--- config.mk ---
export PLATFORM = sky130hd
export DESIGN_NAME = dm_access_unit
export DESIGN_NICKNAME = d
export VERILOG_FILES = /design/src/rtl/dm_access_unit.sv
export SDC_FILE = /design/constraint.sdc
export NUM_CORES = 1
export LEC_CHECK = 0
export ABC_AREA = 1
export BUFFER_PORTS_ARGS = -buffer_cell sky130_fd_sc_hd__buf_2
export CORE_ASPECT_RATIO = 1.2
export CORE_MARGIN = 5
export CORE_UTILIZATION = 45
export CTS_CLUSTER_SIZE = 24
export DETAILED_ROUTE_END_ITERATION = 6
export PLACE_DENSITY = 0.77
export SYNTH_ARGS = -nofsm -noshare
export SYNTH_HDL_FRONTEND = slang
export SYNTH_SLANG_ARGS = --single-unit
export TNS_END_PERCENT = 50
--- constraint.sdc ---
create_clock -name clk -period 1.4 [get_ports clk]
set_input_delay 0.28 -clock clk [delete_from_list [all_inputs] [get_ports clk]]
set_output_delay 0.28 -clock clk [all_outputs]
set_load 0.01 [all_outputs]
--- src/rtl/dm_access_unit.sv ---
// dm_access_unit: turns MEM-stage loads/stores into word-aligned bus transactions
// with byte enables, lane replication, load extension, misalignment and timeout.
`default_nettype none

module dm_access_unit #(
  parameter int TIMEOUT = 16,
  parameter int ADDR_W  = 32
) (
  input  logic              clk,
  input  logic              rst,
  input  logic              mem_read,
  input  logic              mem_write,
  input  logic [2:0]        dm_type,
  input  logic [ADDR_W-1:0] addr,
  input  logic [31:0]       wdata,
  output logic [31:0]       rdata,
  output logic              done,
  output logic              stall,
  output logic              misalign,
  output logic              bus_err,
  output logic              bus_req,
  output logic              bus_we,
  output logic [ADDR_W-1:0] bus_addr,
  output logic [3:0]        bus_be,
  output logic [31:0]       bus_wdata,
  input  logic              bus_ack,
  input  logic [31:0]       bus_rdata
);

  localparam logic [1:0] S_IDLE = 2'd0;
  localparam logic [1:0] S_WAIT = 2'd1;
  localparam logic [1:0] S_RESP = 2'd2;

  localparam logic [7:0] TMO_LAST = 8'(TIMEOUT - 1);

  logic [1:0]  state;
  logic [1:0]  state_next;
  logic [7:0]  tmo_cnt;
  logic        err_q;
  logic [2:0]  type_q;
  logic [1:0]  off_q;

  logic        req;
  logic        is_half;
  logic        is_byte;
  logic        is_word;
  logic        misaligned;
  logic        accept;
  logic        in_wait;
  logic        tmo_hit;
  logic [3:0]  be_calc;
  logic [31:0] wdata_calc;

  logic        q_half;
  logic        q_byte;
  logic        q_signed;
  logic [15:0] half_sel;
  logic [7:0]  byte_sel;
  logic [31:0] load_val;

  // Request decode; the reserved encodings 101..111 fall through to word.
  always_comb begin
    req        = mem_read | mem_write;
    is_half    = (dm_type == 3'b001) || (dm_type == 3'b010);
    is_byte    = (dm_type == 3'b011) || (dm_type == 3'b100);
    is_word    = ~is_half & ~is_byte;
    misaligned = (is_word & (addr[1:0] != 2'b00)) | (is_half & addr[0]);
    accept     = (state == S_IDLE) & req & ~misaligned;
    in_wait    = (state == S_WAIT);
    tmo_hit    = in_wait & ~bus_ack & (tmo_cnt == TMO_LAST);
  end

  always_comb begin
    be_calc    = 4'b1111;
    wdata_calc = wdata;
    if (is_half) begin
      be_calc    = addr[1] ? 4'b1100 : 4'b0011;
      wdata_calc = {2{wdata[15:0]}};
    end else if (is_byte) begin
      be_calc    = 4'b0001 << addr[1:0];
      wdata_calc = {4{wdata[7:0]}};
    end
  end

  // Load extraction works from the type and offset latched at accept.
  always_comb begin
    q_half   = (type_q == 3'b001) || (type_q == 3'b010);
    q_byte   = (type_q == 3'b011) || (type_q == 3'b100);
    q_signed = (type_q == 3'b001) || (type_q == 3'b011);
    half_sel = off_q[1] ? bus_rdata[31:16] : bus_rdata[15:0];
    case (off_q)
      2'd0:    byte_sel = bus_rdata[7:0];
      2'd1:    byte_sel = bus_rdata[15:8];
      2'd2:    byte_sel = bus_rdata[23:16];
      default: byte_sel = bus_rdata[31:24];
    endcase
    load_val = bus_rdata;
    if (q_half) begin
      load_val = {{16{q_signed & half_sel[15]}}, half_sel};
    end else if (q_byte) begin
      load_val = {{24{q_signed & byte_sel[7]}}, byte_sel};
    end
  end

  always_ff @(posedge clk) begin
    if (rst) begin
      state <= S_IDLE;
    end else begin
      state <= state_next;
    end
  end

  always_comb begin
    state_next = state;
    case (state)
      S_IDLE: if (accept) state_next = S_WAIT;
      S_WAIT: if (bus_ack || tmo_hit) state_next = S_RESP;
      S_RESP: state_next = S_IDLE;
      default: state_next = S_IDLE;
    endcase
  end

  always_comb begin
    stall    = accept | in_wait;
    misalign = (state == S_IDLE) & req & misaligned;
    done     = (state == S_RESP);
    bus_err  = err_q & (state == S_RESP);
  end

  // Ack takes priority over timeout when both land in the same WAIT cycle.
  always_ff @(posedge clk) begin
    if (rst) begin
      bus_req   <= 1'b0;
      bus_we    <= 1'b0;
      bus_addr  <= '0;
      bus_be    <= 4'b0000;
      bus_wdata <= 32'h0;
      rdata     <= 32'h0;
      err_q     <= 1'b0;
      tmo_cnt   <= 8'd0;
      type_q    <= 3'b000;
      off_q     <= 2'b00;
    end else if (accept) begin
      bus_req   <= 1'b1;
      bus_we    <= mem_write;
      bus_addr  <= {addr[ADDR_W-1:2], 2'b00};
      bus_be    <= be_calc;
      bus_wdata <= wdata_calc;
      err_q     <= 1'b0;
      tmo_cnt   <= 8'd0;
      type_q    <= dm_type;
      off_q     <= addr[1:0];
    end else if (in_wait) begin
      if (bus_ack) begin
        bus_req <= 1'b0;
        rdata   <= bus_we ? 32'h0 : load_val;
        err_q   <= 1'b0;
      end else if (tmo_hit) begin
        bus_req <= 1'b0;
        rdata   <= 32'h0;
        err_q   <= 1'b1;
      end else begin
        tmo_cnt <= tmo_cnt + 8'd1;
      end
    end
  end

endmodule

`default_nettype wire

==> run metrics <==
DRC viols 0; vias in the first global route about 6700; area grow syn2layout 55.51%; DRT Pass-1 Iters 5; DRT antenna net count 0; number of synthesized register bits 116; Hold Path Class primary input to register; WHS Endpoint bus_wdata[4]$_SDFFE_PP0P_; clock-pin slew on the worst setup and hold paths about 0.06 ns; placed inst area between 0.007 and 0.008 sq mm; number of distinct library cells after synthesis 36; CTS Sinks approximately 120; Worst setup startpoint state[1]$_SDFFE_PP0P_; crit-path max FO 2; Most used DFF post-synth dfxtp_1; crit path kind register to primary output; Tcrit/Tclk final 118.6%; final setup violation count between 100 and 150; share of cells above drive strength 1 about two fifths; sw frac about a third; WHS between 0.1 and 0.15 ns; clock skew slightly above 0.009 ns; TritonCTS clock tree built; initial core utilization a little under half; status finished, violations left; register area ~0.0023 sq mm; clk_lat worst skew between 0.4 and 0.5 ns; routed wl met3 approximately 1800 um; synth warn 0; WL per Instance between 15 and 20 um; Post-CTS Hold Buffers 0; Post-synth EDFFs 0; pre-CTS setup slack -0.4938 ns; Reg power frac between 30% and 40%; vias per inst around 5.2; die width ~110 um; Fin. Hold Viols 0; most frequent cell after synthesis nand2_1; final wirelength between 20000 and 25000 um; Tmin final between 1.5 and 2 ns; clk root buf clkbuf_16; violated checks setup timing; final instance area between 0.008 and 0.009 sq mm; GPL Wtd Cong around 0.90; first-pass GRT wire length 31940 um; DRT met1 WL 7825 um; fillcell total about 1000; setup TNS -12.02 ns; DPL Wire Length 13810 um; H-tree depth 4; number of nets in the layout 1263; hold path cells 3; WL met2 between 10000 and 15000 um; Avg Cell Area, Syn 6.582 sq um; PD cells approximately 1200 mW/mm^2; gr usage total 26.10%; Max-Cap Viols 0; worst r2r src state[1]$_SDFFE_PP0P_; fmax about 600 MHz; total chip power about 11000 uW; PnR worst setup slack -0.2605 ns; row cnt between 40 and 50; HP Start wdata[4]; Post-Synthesis Cell Area roughly 0.0058 sq mm; Comb pwr share about 28%; R2R setup slack -0.20 ns; ys async rst share 0%; Clock power frac roughly two fifths; DRT iter0 DRCs approximately 480; remaining global-route overflow 0; reg2reg end bus_wdata[16]$_SDFFE_PP0P_; Die ar. about 0.015 sq mm; largest net degree at the start of global routing 61; top post-synthesis cells by count nand2_1, dfxtp_1, nand3_1; top cells by area, synth dfxtp_1, nand2_1, nand3_1; cell leakage power approximately 0.0046 uW; diode count 0; Crit. End Element primary output; post-synth top area share between 40% and 50%; Pins Over Slew Limit 0; vias around 7000; I/O pin cnt 210; CTS Buf Count 17; multi-input logic area 0.003332 sq mm; initial antenna violation count 0; total internal power around 7500 uW; Syn Inst Count between 800 and 900; CP startpoint kind register; unrepaired setup endpoints after global routing yes; Core Region 0.01261 sq mm; Seq/Total Area, Yosys roughly two fifths; Top Layer Used met4; largest area contributor in the netlist dfxtp_1; CP arrival around 1.4 ns; clk buf depth 2; switching pwr between 3000 and 4000 uW; IO Port Bufs a little over 200; WP data required between 1 and 1.5 ns; Die H 134.1 um; VDD IR max 783.2 uV; R2R cell count 9
[power groups by stage]
| stage | clock network (uW) | logic [uW] | registers, uW |
|---|---|---|---|
| after global routing | 4410 | 3350 | 3740 |
| after CTS | 4240 | 2880 | 3710 |
| after global placement | 0 | 2220 | 3770 |
| after floorplan | 0 | 1220 | 3870 |
| final | 4190 | 3090 | 3720 |
| after detailed placement | 0 | 2250 | 3770 |
[layout by cell type, fill, tap and decap left out, drive strengths merged]
| cell type | instances |
|---|---|
| a21boi | 2 |
| a21oi | 63 |
| a31oi | 7 |
| and2 | 8 |
| and3 | 1 |
| buf | 309 |
| bufinv | 1 |
| clkbuf | 21 |
| clkinv | 7 |
| clkinvlp | 2 |
| conb | 2 |
| dfxtp | 116 |
| ha | 1 |
| inv | 69 |
| nand2 | 333 |
| nand3 | 93 |
| nand3b | 12 |
| nand4 | 14 |
| nor2 | 63 |
| nor3 | 8 |
| nor3b | 1 |
| o21ai | 24 |
| o22ai | 4 |
| or2 | 5 |
| xnor2 | 2 |
| xor2 | 3 |
[area by class of cell]
| cell class | count | share of cell area, % |
|---|---|---|
| Clock buffer | 19 | 5.040 |
| Clock inverter | 13 | 1.392 |
| Inverter | 66 | 3.007 |
| Multi-Input combinational cell | 646 | 37.07 |
| Sequential cell | 116 | 26.01 |
| Tap cell | 164 | 2.283 |
| Timing Repair Buffer | 311 | 25.20 |
[worst max-delay path by stage]
| stage | end | slack (ns) |
|---|---|---|
| after floorplan | stall | -0.008 |
| after global placement | bus_wdata[18]$_SDFFE_PP0P_ | -0.41 |
| after detailed placement | bus_wdata[18]$_SDFFE_PP0P_ | -0.49 |
| after CTS | misalign | -0.27 |
| after global routing | misalign | -0.32 |
| final | misalign | -0.26 |
[metrics by stage]
stage / std cells / utilization (%)
after floorplan: 879 / -
after global placement: 1270 / 58.31
after detailed placement: 1270 / 58.31
after CTS: 1324 / 68.40
after global routing: 1335 / 71.26
final: 1335 / 71.26
[layer usage]
layer	vias up	track usage (%)
met5	-	0
met3	67	6.363
met2	353	46.15
li1	3370	-
met1	3161	29.68
met4	0	11.36
[flip-flops by register name, indices dropped and copies added (netlist names)]
name / cells
bus_addr: 30
bus_be: 4
bus_req: 1
bus_wdata: 32
bus_we: 1
err_q: 1
off_q: 2
rdata: 32
state: 2
tmo_cnt: 8
type_q: 3
[cell families (layout without fill, tap and decap cells)]
kind of cell	after synthesis	in the layout	synth area share (%)
AND/OR/NAND/NOR	538	538	40.25
flip-flops	116	116	40.18
buffers and inverters	117	409	9.353
other	1	2	0.06489
adder cells (fa/ha/maj)	1	1	0.2165
AO/OA/AOI/OAI	100	100	9.179
XOR/XNOR	5	5	0.7579
[what timing repair did]
item | 4_1_cts | 5_1_grt
gates resized for setup | 104 | 78
gates cloned | 9 | 3
hold endpoints to repair | 0 | 0
setup endpoints to repair | 119 | 119
setup buffers | 13 | 8
pin swaps | 26 | 21
[worst max-delay path: stages, from the launching register on]
cell,delay [ns]
dfxtp_2,0.34
nor3_4,0.27
a21boi_2,0.22
buf_4,0.15
(Power assumes the default switching activity.)
